`config.mk`:
```
export PLATFORM = sky130hd
export DESIGN_NAME = demux_stage_64
export DESIGN_NICKNAME = d
export VERILOG_FILES = /design/src/rtl/demux_stage_64.sv
export SDC_FILE = /design/constraint.sdc
export NUM_CORES = 1
export LEC_CHECK = 0
export ABC_AREA = 1
export CAP_MARGIN = 15
export CORE_ASPECT_RATIO = 0.9
export CORE_MARGIN = 8
export CORE_UTILIZATION = 50
export CTS_CLUSTER_DIAMETER = 120
export CTS_CLUSTER_SIZE = 16
export DETAILED_ROUTE_END_ITERATION = 12
export PLACE_DENSITY = 0.73
export SLEW_MARGIN = 20
export SYNTH_ARGS = -nofsm -noshare
export SYNTH_HDL_FRONTEND = slang
export SYNTH_SLANG_ARGS = --single-unit
```
`constraint.sdc`:
```
create_clock -name clk -period 2.36 [get_ports clk]
set_clock_uncertainty 0.2 [all_clocks]
set_input_delay 0.354 -clock clk [delete_from_list [all_inputs] [get_ports clk]]
set_output_delay 0.354 -clock clk [all_outputs]
set_load 0.01 [all_outputs]
```
`src/rtl/demux_stage_64.sv`:
```
// demux_stage_64: one-in, two-out steering stage for datapath words.
//
// A word arriving on the input valid/ready channel is routed by in_sel into one of
// two per-destination FIFOs. Each FIFO head is presented on its own output channel.
// The two consumers stall independently of each other.
//
// Storage is fully registered, so there is no fall-through path. A word pushed into an
// empty FIFO at edge N is visible on that channel from edge N onward.
//
// in_ready depends only on in_sel and the registered occupancy. It never depends on
// zero_ready or one_ready, so a full FIFO refuses a push even in a cycle where it pops.
//
// Optional feature (compile-time macro DEMUX_STATS_EN):
//   When DEMUX_STATS_EN is defined, the CNT_W parameter and the zero_count/one_count
//   ports exist. Each counter counts words delivered on its channel and wraps at
//   2^CNT_W - 1 -> 0. When the macro is undefined, the parameter, the ports and their
//   logic are all absent.
//
// Parameters:
//   WIDTH  data word width
//   DEPTH  entries per output FIFO (power of 2, >= 2)
//   CNT_W  transfer counter width (DEMUX_STATS_EN only)
//
// Ports:
//   clk, reset_n                    clock, asynchronous active-low reset
//   in_valid, in_ready, in_sel,     input channel; in_sel 0 -> zero channel, 1 -> one channel
//   in_data
//   zero_valid, zero_ready,         zero output channel (head of the zero FIFO)
//   zero_data
//   one_valid, one_ready, one_data  one output channel (head of the one FIFO)
//   zero_count, one_count           delivered-word counters (DEMUX_STATS_EN only)

module demux_stage_64 #(
    parameter int unsigned WIDTH = 64,
    parameter int unsigned DEPTH = 2
`ifdef DEMUX_STATS_EN
    ,
    parameter int unsigned CNT_W = 32
`endif
) (
    input  logic             clk,
    input  logic             reset_n,
    input  logic             in_valid,
    output logic             in_ready,
    input  logic             in_sel,
    input  logic [WIDTH-1:0] in_data,
    output logic             zero_valid,
    input  logic             zero_ready,
    output logic [WIDTH-1:0] zero_data,
    output logic             one_valid,
    input  logic             one_ready,
    output logic [WIDTH-1:0] one_data
`ifdef DEMUX_STATS_EN
    ,
    output logic [CNT_W-1:0] zero_count,
    output logic [CNT_W-1:0] one_count
`endif
);

    localparam int unsigned PTR_W = $clog2(DEPTH);
    localparam int unsigned OCC_W = $clog2(DEPTH + 1);

    // Index 0 is the zero channel, index 1 is the one channel.
    logic [WIDTH-1:0] mem_q    [2][DEPTH];
    logic [PTR_W-1:0] wr_ptr_q [2];
    logic [PTR_W-1:0] wr_ptr_d [2];
    logic [PTR_W-1:0] rd_ptr_q [2];
    logic [PTR_W-1:0] rd_ptr_d [2];
    logic [OCC_W-1:0] occ_q    [2];
    logic [OCC_W-1:0] occ_d    [2];

    logic [1:0] full;
    logic [1:0] not_empty;
    logic [1:0] out_ready;
    logic [1:0] push;
    logic [1:0] pop;

    // Handshake decode
    always_comb begin
        out_ready = {one_ready, zero_ready};
        for (int c = 0; c < 2; c++) begin
            full[c]      = (occ_q[c] == OCC_W'(DEPTH));
            not_empty[c] = (occ_q[c] != '0);
        end
        // Readiness is judged only against the addressed FIFO.
        in_ready = ~full[in_sel];
        push[0]  = in_valid & ~in_sel & ~full[0];
        push[1]  = in_valid &  in_sel & ~full[1];
        // Pop requires a non-empty FIFO, so occupancy cannot underflow.
        pop      = not_empty & out_ready;
    end

    // Pointer and occupancy next state
    always_comb begin
        for (int c = 0; c < 2; c++) begin
            wr_ptr_d[c] = wr_ptr_q[c];
            rd_ptr_d[c] = rd_ptr_q[c];
            occ_d[c]    = occ_q[c];
            if (push[c]) begin
                // DEPTH is a power of two, so the pointer wraps DEPTH-1 -> 0 by overflow.
                wr_ptr_d[c] = wr_ptr_q[c] + PTR_W'(1);
            end
            if (pop[c]) begin
                rd_ptr_d[c] = rd_ptr_q[c] + PTR_W'(1);
            end
            // Push and pop together leave the occupancy unchanged.
            if (push[c] && !pop[c]) begin
                occ_d[c] = occ_q[c] + OCC_W'(1);
            end else if (!push[c] && pop[c]) begin
                occ_d[c] = occ_q[c] - OCC_W'(1);
            end
        end
    end

    always_ff @(posedge clk or negedge reset_n) begin
        if (!reset_n) begin
            for (int c = 0; c < 2; c++) begin
                wr_ptr_q[c] <= '0;
                rd_ptr_q[c] <= '0;
                occ_q[c]    <= '0;
                for (int i = 0; i < DEPTH; i++) begin
                    mem_q[c][i] <= '0;
                end
            end
        end else begin
            for (int c = 0; c < 2; c++) begin
                wr_ptr_q[c] <= wr_ptr_d[c];
                rd_ptr_q[c] <= rd_ptr_d[c];
                occ_q[c]    <= occ_d[c];
                if (push[c]) begin
                    mem_q[c][wr_ptr_q[c]] <= in_data;
                end
            end
        end
    end

    // Output channels present the registered FIFO heads directly. There is no bypass.
    always_comb begin
        zero_valid = not_empty[0];
        zero_data  = mem_q[0][rd_ptr_q[0]];
        one_valid  = not_empty[1];
        one_data   = mem_q[1][rd_ptr_q[1]];
    end

`ifdef DEMUX_STATS_EN
    logic [CNT_W-1:0] zero_count_q;
    logic [CNT_W-1:0] one_count_q;

    // Counters wrap naturally at 2^CNT_W - 1 -> 0.
    always_ff @(posedge clk or negedge reset_n) begin
        if (!reset_n) begin
            zero_count_q <= '0;
            one_count_q  <= '0;
        end else begin
            if (pop[0]) begin
                zero_count_q <= zero_count_q + CNT_W'(1);
            end
            if (pop[1]) begin
                one_count_q <= one_count_q + CNT_W'(1);
            end
        end
    end

    always_comb begin
        zero_count = zero_count_q;
        one_count  = one_count_q;
    end
`endif

endmodule

```
==> qor.yml, run 1 <==
min_path:
  hold_path.class: "input pin to asynchronous set/reset pin"
worst_setup_path:
  path_max_fanout: 10
  critPathBufInv: 4
  critPathLaunchType: "register"
  cpLargestDelayFamily: "buffers and inverters"
  cp-end-kind: "output port"
  max_stage_delay_ns: 0.42
  crit_chain: "buf_12 -> clkinv_8 -> clkbuf_16 -> nand2_1 -> nand2_1 -> dlygate4sd2_1"
  required_ns: 1.81
  critPathKind: "register to output port"
  crit_path_frequent_cell: "nand2_1"
  arrival_ns: 1.77
  slowest_stage: "dfrtp_2"
yosys:
  synth_most_common_cell: "nand2_1"
  synth_edf_count: 0
  synth-seq-cells: 264
  synth_area_per_cell_sq_um: 7.79
  synthTopCellsByCount: "nand2_1, dfrtp_1, nand4_1"
  ys_async_sr_fraction_pct: 100
  syn_area_sq_um: 12500
  yosysSeqAreaShare_pct: 52.7
  synth.lib_cells_used.distinct: 17
  synth_area_leaders: "dfrtp_1, nand2_1, nand4_1"
  syn_nets: 1683
  synth_top_area_share_pct: 52.7
  yosysWarnings: 0
  synth_top_cell_by_area: "dfrtp_1"
  syn_inst: 1611
  ys.flop_type: "dfrtp_1"
timing:
  setup_ws_ns: 0.0353
  worst_pin_slew_ns: 0.737
  slew_violations: 0
  period_share_pct: 98.5
  fmaxAchievable_mhz: 430
  holdWs_ns: 0.211
  finalHoldViolCount: 0
  relSlewSlack_pct: 50.9
  setup_viol_count_final: 0
  fin_crit_ns: 2.32
  setup-tns-final_ns: 0
die:
  placementRows: 55
  die_area_sq_um: 30400
  die_h_um: 166
  die-width_um: 183
  initial_core_util_pct: 50.3
  core_sq_um: 24900
  top_level_ports: 201
layout:
  n_antenna_cell: 0
  nFillCells: 2238
  syn2layout_area_growth_pct: 24.3
  fin_nets: 1825
  drive_gt1_share_pct: 5.64
placed_design:
  dp_slack_ns: 0.105
  globalplace.congestion: 0.787
  io_buffers: 200
  dpl.hpwl_um: 23400
route:
  drtPass1Iterations: 5
  routed_wl_um: 39500
  drc: 0
  routedWlPerCell_um: 18.8
  drtIter0Drc: 966
  via_per_inst: 5.64
  num_vias: 11800
  ant_nets: 0
grt:
  antenna_found_initial: 0
  grt_first_pass_wirelength_um: 61700
  grt_usage_pct: 24.4
  first_global_vias: 11300
  grt_start_max_net_pins: 121
  grt_overflow: 0
cts:
  root_buffer: "clkbuf_16"
  clock_sinks: 264
  clk_pin_slew_ns: 0.07
  cts_tree: "yes"
  cts_buffers: 20
  clk_latency_ns: 0.50
  cts_htree_levels: 1
  max-clock-path-buffers: 3
power:
  leakagePower_nw: 8.52
  ir_drop_uv: 1030
  powerDensity_nw_per_um2: 1410
  power_mw: 22.0
run_status:
  status: "finished clean"
flow_run:
  max-cap-violations: 0
-- layer usage --
metal  share of wire, %  wire (um)  up-vias  global-route usage (%)
met3                8.6       3410       47                    4.16
met5                  0          0        -                       0
met4                1.8        701        0                    4.42
li1                   -          -     5540                       -
met2                 46      18200      537                    38.2
met1                 44      17200     5704                    35.4
-- stage by stage --
step | area (sq um) | cells | utilization [%]
finish | 15600 | 2098 | 62.6
floorplan | 12500 | 1611 | -
global route | 15600 | 2098 | 62.6
CTS | 15400 | 2089 | 61.8
detailed placement | 14900 | 2060 | 59.7
global placement | 14900 | 2060 | 59.7
-- placed cells by master (no fill, tap or decap), types with 9 or more instances in the layout --
cell type          n
buf_4             28
inv_1              9
buf_12            18
dlygate4sd2_1    125
dfrtp_1          260
nand2_1          919
clkbuf_16         26
nand4_1          258
clkdlybuf4s50_1   69
-- cells by family after synthesis --
family,after synthesis,synth area share (%)
XOR/XNOR,2,0.140
adder cells (fa/ha/maj),2,0.199
buffers and inverters,154,5.98
flip-flops,264,52.7
multiplexers,1,0.0898
AND/OR/NAND/NOR,1188,40.9
-- sequential cells by signal (all words and copies together), names as in the netlist --
name,cells
rd_ptr_q,2
mem_q,256
occ_q,4
wr_ptr_q,2
-- worst register-to-register path, stage by stage, from the launching register on --
cell and delay [ns]:
dfrtp_1 0.41, inv_2 0.08, nand2_4 0.09, buf_4 0.23, buf_12 0.40, nand4_1 0.31, nand2_1 0.12
-- report_power, final --
part	switching [mW]	internal [mW]	leakage, nW
clock	1.58	1.60	0.267
sequential	1.21	6.63	3.28
combinational	6.84	4.12	4.97
-- final timing paths --
kind	slack, ns	cells past startpoint	to	start
hold reg to reg	0.27	2	mem_q[80]$_DFFE_PN0P_	mem_q[80]$_DFFE_PN0P_
hold / removal	0.21	2	mem_q[146]$_DFFE_PN0P_	reset_n
setup / recovery	0.04	6	zero_data[59]	rd_ptr_q[1]$_DFFE_PN0P_
min in group clk	0.26	3	rd_ptr_q[1]$_DFFE_PN0P_	zero_ready
setup reg to reg	0.46	6	mem_q[121]$_DFFE_PN0P_	occ_q[0]$_DFFE_PN0P_
max in group asynchronous	1.03	3	rd_ptr_q[0]$_DFFE_PN0P_	reset_n
-- layout make-up --
cell class / count / area, sq um / area share [%]
flip-flops and latches: 264 / 6610 / 42.4
multi-input cells: 1193 / 5240 / 33.6
repair buffers: 258 / 2680 / 17.2
clock buffers: 24 / 537 / 3.44
well taps: 342 / 428 / 2.74
inverters: 16 / 80.1 / 0.514
clock inverters: 1 / 8.76 / 0.0562
-- what timing repair did --
action	CTS	global route
gates resized for setup	140	12
setup endpoints to repair	129	63
hold endpoints to repair	59	0
cloned	3	6
hold buffers	1	0
setup buffers	0	3
Power figures use the tool's default switching activity.
==> run 2: changes to the inputs <==
- CORE_MARGIN: 8 -> 2
- clock period: 2.36 -> 2.3 ns (I/O delays scaled with it)
==> qor.yml, run 2 (synthesis results as in run 1) <==
cts:
  cts_htree_levels: 1  # unchanged
  clk_pin_slew_ns: 0.07  # about the same
  cts_buffers: 20  # unchanged
  clock_sinks: 264  # unchanged
  max-clock-path-buffers: 3  # unchanged
  clk_latency_ns: 0.51  # about the same
  cts_tree: "yes"
  root_buffer: "clkbuf_16"
timing:
  finalHoldViolCount: 0  # unchanged
  slew_violations: 0  # unchanged
  relSlewSlack_pct: 55.3  # +4.5 points
  fin_crit_ns: 2.26
  fmaxAchievable_mhz: 442
  setup_viol_count_final: 0  # unchanged
  rsz0062_at_grt: "yes"
  period_share_pct: 98.4
  worst_pin_slew_ns: 0.670  # -0.0671 ns
die:
  die-width_um: 171  # -6.6%
  die_area_sq_um: 26400  # -13%
  placementRows: 54  # -1.8%
  core_sq_um: 24500  # -1.8%
  top_level_ports: 201  # unchanged
  die_h_um: 154  # -7.2%
  initial_core_util_pct: 51.3  # +0.93 points
layout:
  largest-register: "mem_q"
  drive_gt1_share_pct: 8.17  # +2.5 points
  reg_top3: "mem_q x256, occ_q x4"
  final_util_pct: 63.7  # +1.1 points
  fin_nets: 1831  # +0.33%
  syn2layout_area_growth_pct: 24.3  # about the same
  largest_reg_flops: 256  # unchanged
  final_cell_mix: "nand2_1, dfrtp_1, nand4_1"
  layout_commonest_cell: "nand2_1"
  stdcell_count: 2100  # +0.095%
worst_setup_path:
  required_ns: 1.75  # -0.06 ns
  max_stage_delay_ns: 0.47  # +0.05 ns
  critPathKind: "register to output port"
  cp-end-kind: "output port"
  crit_chain: "buf_4 -> buf_12 -> nand2_1 -> nand2_1 -> dlygate4sd2_1"
  crit_start: "rd_ptr_q[1]$_DFFE_PN0P_"
  rr_startpoint: "occ_q[0]$_DFFE_PN0P_"
  arrival_ns: 1.72  # -0.05 ns
  path_max_fanout: 24  # +14
  crit_path_frequent_cell: "nand2_1"
  critPathLaunchType: "register"
  slowest_stage: "dfrtp_2"
route:
  drtPass1Iterations: 5  # unchanged
  drc: 0  # unchanged
  drtIter0Drc: 1085  # +12%
  ant_nets: 0  # unchanged
  num_vias: 11800  # -0.042%
  routedWlPerCell_um: 17.9  # -4.8%
  via_per_inst: 5.63  # -0.14%
  routed_wl_um: 37700  # -4.7%
placed_design:
  io_buffers: 200  # unchanged
  dp_cells: 2060  # unchanged
  dpl.hpwl_um: 22700  # -2.9%
  globalplace.congestion: 0.783  # -0.45%
grt:
  grt.busiest_layer: "met2"
  grt_usage_pct: 28.5  # +4.0 points
  grt_use_met2_pct: 44.0  # +5.7 points
  use_met1_pct: 42.4  # +7.0 points
  grt_first_pass_wirelength_um: 60600  # -1.7%
  first_global_vias: 11100  # -1.5%
  grt_overflow: 0  # unchanged
  antenna_found_initial: 1  # +1
  grt_start_max_net_pins: 73  # -40%
  grt.met3_usage_pct: 4.32  # +0.17 points
power:
  ir_drop_uv: 828  # -19%
  powerDensity_nw_per_um2: 1450  # +2.5%
  leakagePower_nw: 8.60  # +0.94%
run_status:
  status: "finished clean"
flow_run:
  max-cap-violations: 0  # unchanged
min_path:
  hold_path.class: "input pin to asynchronous set/reset pin"
-- run 2: area by class of cell --
type,instances,area [sq um]
tap,336,420
multi-input combinational,1193,5260
timing repair buffer,264,2670
sequential,264,6610
fill,2207,8870
inverter,16,72.6
clock buffer,25,541
clock inverter,1,8.76
antenna,1,2.50
-- run 2: worst paths after layout --
| kind | end | slack, ns | depth (start not counted) |
|---|---|---|---|
| max in group asynchronous | mem_q[41]$_DFFE_PN0P_ | 0.88 | 3 |
| setup / recovery | zero_data[17] | 0.04 | 5 |
| min in group clk | rd_ptr_q[1]$_DFFE_PN0P_ | 0.25 | 3 |
| hold reg to reg | mem_q[177]$_DFFE_PN0P_ | 0.27 | 2 |
| setup reg to reg | mem_q[41]$_DFFE_PN0P_ | 0.44 | 6 |
| hold / removal | mem_q[79]$_DFFE_PN0P_ | 0.21 | 2 |
-- run 2: timing repair --
item | CTS | global route
buffers inserted | 3 | 5
endpoints found under the hold margin | 62 | 0
hold buffers | 1 | 0
resized for setup | 152 | 116
gates cloned | 1 | 3
endpoints found under the setup margin | 129 | 78
-- run 2: per-stage QoR --
step	TNS (ns)	cell area, sq um	hold slack (ns)	power [mW]	setup slack, ns
6_report	0	15600	0.209	22.5	0.0368
2_1_floorplan	0	12500	-0.151	14.0	0.609
5_1_grt	-0.0338	15600	0.258	24.2	-0.0141
4_1_cts	-3.78	15500	0.229	22.2	-0.222
3_3_place_gp	0	14900	0.159	19.4	0.0924
3_5_place_dp	0	14900	0.161	19.6	0.0816
-- run 2: metal layers --
metal / vias to the layer above / part of all wire (%)
met4: 0 / 1.9
li1: 5547 / -
met1: 5688 / 44
met2: 532 / 46
met5: - / 0
met3: 56 / 7.7
-- run 2: worst max-delay path, delay by kind of cell (launching register included) --
kind	cells	cell delay, ns
buf+inv	3	0.60
flops	1	0.47
simple gates	2	0.13
-- run 2: power by group --
| group | switching, mW | internal, mW | total, mW | leakage [nW] |
|---|---|---|---|---|
| logic | 6.91 | 4.29 | 11.2 | 5.05 |
| clock network | 1.62 | 1.65 | 3.27 | 0.268 |
| registers | 1.24 | 6.81 | 8.05 | 3.28 |
| total | 9.77 | 12.8 | 22.5 | 8.60 |
==> run 3: changes to the inputs <==
- REMOVE_ABC_BUFFERS: not set -> 1
==> qor.yml, run 3 (synthesis results as in run 1) <==
layout:
  largest_reg_flops: 256  # unchanged
  syn2layout_area_growth_pct: 24.3  # about the same
  regArea_sq_um: 6610  # about the same
  final_cell_mix: "nand2_1, dfrtp_1, nand4_1"
  fin_nets: 1846  # +0.82%
  drive_gt1_share_pct: 11.4  # +3.2 points
  reg_top3: "mem_q x256, occ_q x4"
  multiInputGateArea_sq_um: 5260  # about the same
  n_antenna_cell: 0  # -1
  stdcell_count: 2112  # +0.57%
  nFillCells: 2144  # -2.9%
  layout_commonest_cell: "nand2_1"
  largest-register: "mem_q"
cts:
  max-clock-path-buffers: 3  # unchanged
  clock_sinks: 264  # unchanged
  cts_tree: "yes"
  cts_buffers: 20  # unchanged
  clk_pin_slew_ns: 0.08  # about the same
  root_buffer: "clkbuf_16"
  cts_htree_levels: 1  # unchanged
  clk_latency_ns: 0.51  # about the same
placed_design:
  io_buffers: 200  # unchanged
  dpl.hpwl_um: 22900  # +0.89%
  dp_cells: 2060  # unchanged
  globalplace.congestion: 0.812  # +3.7%
run_status:
  violations: "negative setup slack"
  status: "finished, violations left"
route:
  routedWlPerCell_um: 18.7  # +4.1%
  num_vias: 12000  # +1.2%
  drtIter0Drc: 1140  # +5.1%
  routed_wl_um: 39500  # +4.7%
  via_per_inst: 5.67  # +0.65%
  drtPass1Iterations: 6  # +1
  ant_nets: 0  # unchanged
  drc: 0  # unchanged
power:
  powerDensity_nw_per_um2: 1470  # +1.7%
  ir_drop_uv: 778  # -6.1%
  leakagePower_nw: 8.59  # about the same
  power_mw: 22.9  # +1.7%
grt:
  grt_overflow: 0  # unchanged
  use_met1_pct: 44.2  # +1.8 points
  grt_first_pass_wirelength_um: 61800  # +2.0%
  grt_use_met2_pct: 45.6  # +1.6 points
  antenna_found_initial: 0  # -1
  grt.met3_usage_pct: 4.91  # +0.59 points
  grt_start_max_net_pins: 87  # +19%
  grt_usage_pct: 29.6  # +1.1 points
  first_global_vias: 11100  # -0.054%
  grt.busiest_layer: "met2"
min_path:
  hold_path.class: "input pin to asynchronous set/reset pin"
worst_setup_path:
  critPathKind: "register to output port"
  crit_start: "rd_ptr_q[1]$_DFFE_PN0P_"
  rr_startpoint: "occ_q[0]$_DFFE_PN0P_"
  path_max_fanout: 21  # -13%
  critPathBufInv: 3  # unchanged
  crit_path_frequent_cell: "nand2_1"
  crit_chain: "buf_6 -> buf_16 -> nand2_1 -> nand2_1 -> dlygate4sd2_1"
  arrival_ns: 1.76  # +0.04 ns
  required_ns: 1.75  # about the same
  r2r_slack_ns: 0.41  # -0.03 ns
  max_stage_delay_ns: 0.45  # -0.02 ns
  cp-end-kind: "output port"
  cpLargestDelayFamily: "buffers and inverters"
  critPathLaunchType: "register"
  rr_worst_depth: 5  # -1
  timing.rr.end: "mem_q[15]$_DFFE_PN0P_"
  slowest_stage: "dfrtp_2"
  cp.depth: 5  # unchanged
timing:
  fmaxAchievable_mhz: 433  # -2.0%
  rsz0062_at_grt: "yes"
  fin_crit_ns: 2.31  # +0.0462 ns
  finalHoldViolCount: 0  # unchanged
  worst_pin_slew_ns: 0.889  # +0.219 ns
  period_share_pct: 100  # +2.0 points
  relSlewSlack_pct: 40.7  # -15 points
  setup_ws_ns: -0.00939  # -0.0462 ns
  slew_violations: 0  # unchanged
  setup_viol_count_final: 1  # +1
die:
  placementRows: 54  # unchanged
  core_sq_um: 24500  # unchanged
  initial_core_util_pct: 51.3  # unchanged
  die-width_um: 171  # unchanged
  die_h_um: 154  # unchanged
  top_level_ports: 201  # unchanged
  die_area_sq_um: 26400  # unchanged
flow_run:
  max-cap-violations: 0  # unchanged
==> run 3: changes by cell type in the layout (fill, tap and decap cells not counted), sizes merged <==
| cell | change |
|---|---|
| inv | -1 |
| dlygate4sd2 | -16 |
| diode | -1 |
| clkdlybuf4s50 | -1 |
| buf | +47 |
| clkinv | +1 |
| dlymetal6s2s | -6 |
| clkdlybuf4s15 | -10 |
| clkbuf | -1 |
==> run 3: worst max path at each step <==
stage	endpoint	slack [ns]
floorplan	mem_q[192]$_DFFE_PN0P_	-3.19
global placement	in_ready	0.1
finish	zero_data[61]	-0.009
detailed placement	occ_q[1]$_DFFE_PN0P_	0.07
CTS	one_data[52]	-0.24
global route	zero_data[13]	-0.05
==> run 3: what timing repair did <==
action | 4_1_cts | 5_1_grt
hold buffers | 1 | 0
endpoints found under the hold margin | 132 | 0
endpoints found under the setup margin | 130 | 76
resized for setup | 305 | 57
buffers inserted | 19 | 2
gates cloned | 5 | 2
==> run 3: metal layers <==
| metal | part of all wire, % | vias to the layer above | wire, um |
|---|---|---|---|
| li1 | - | 5582 | - |
| met1 | 43 | 5730 | 17000 |
| met2 | 46 | 599 | 18100 |
| met3 | 9.4 | 57 | 3710 |
| met4 | 1.9 | 0 | 737 |
| met5 | 0 | - | 0 |
==> run 3: where the power goes <==
group          internal [mW]  switching [mW]  total [mW]
Sequential              6.81            1.20        8.01
Clock                   1.64            1.64        3.27
Combinational           4.42            7.22        11.6
Total                   12.9            10.1        22.9
==> run 3: stage by stage <==
stage | hold WS [ns] | util [%] | worst slack (ns) | TNS, ns | instance area [sq um]
final | 0.150 | 63.7 | -0.00939 | -0.00939 | 15600
after global routing | 0.179 | 63.7 | -0.0501 | -0.338 | 15600
after CTS | 0.160 | 63.8 | -0.244 | -2.73 | 15600
after detailed placement | 0.0983 | 60.9 | 0.0749 | 0 | 14900
after global placement | 0.0967 | 60.9 | 0.0990 | 0 | 14900
after floorplan | -0.151 | - | -3.19 | -664.54 | 11900
==> run 3: layout make-up <==
cell class | instances | share of cell area [%]
sequential | 264 | 42.4
clock buffer | 23 | 3.42
tap | 336 | 2.70
timing repair buffer | 279 | 17.2
inverter | 16 | 0.465
clock inverter | 1 | 0.0562
multi-input combinational | 1193 | 33.7
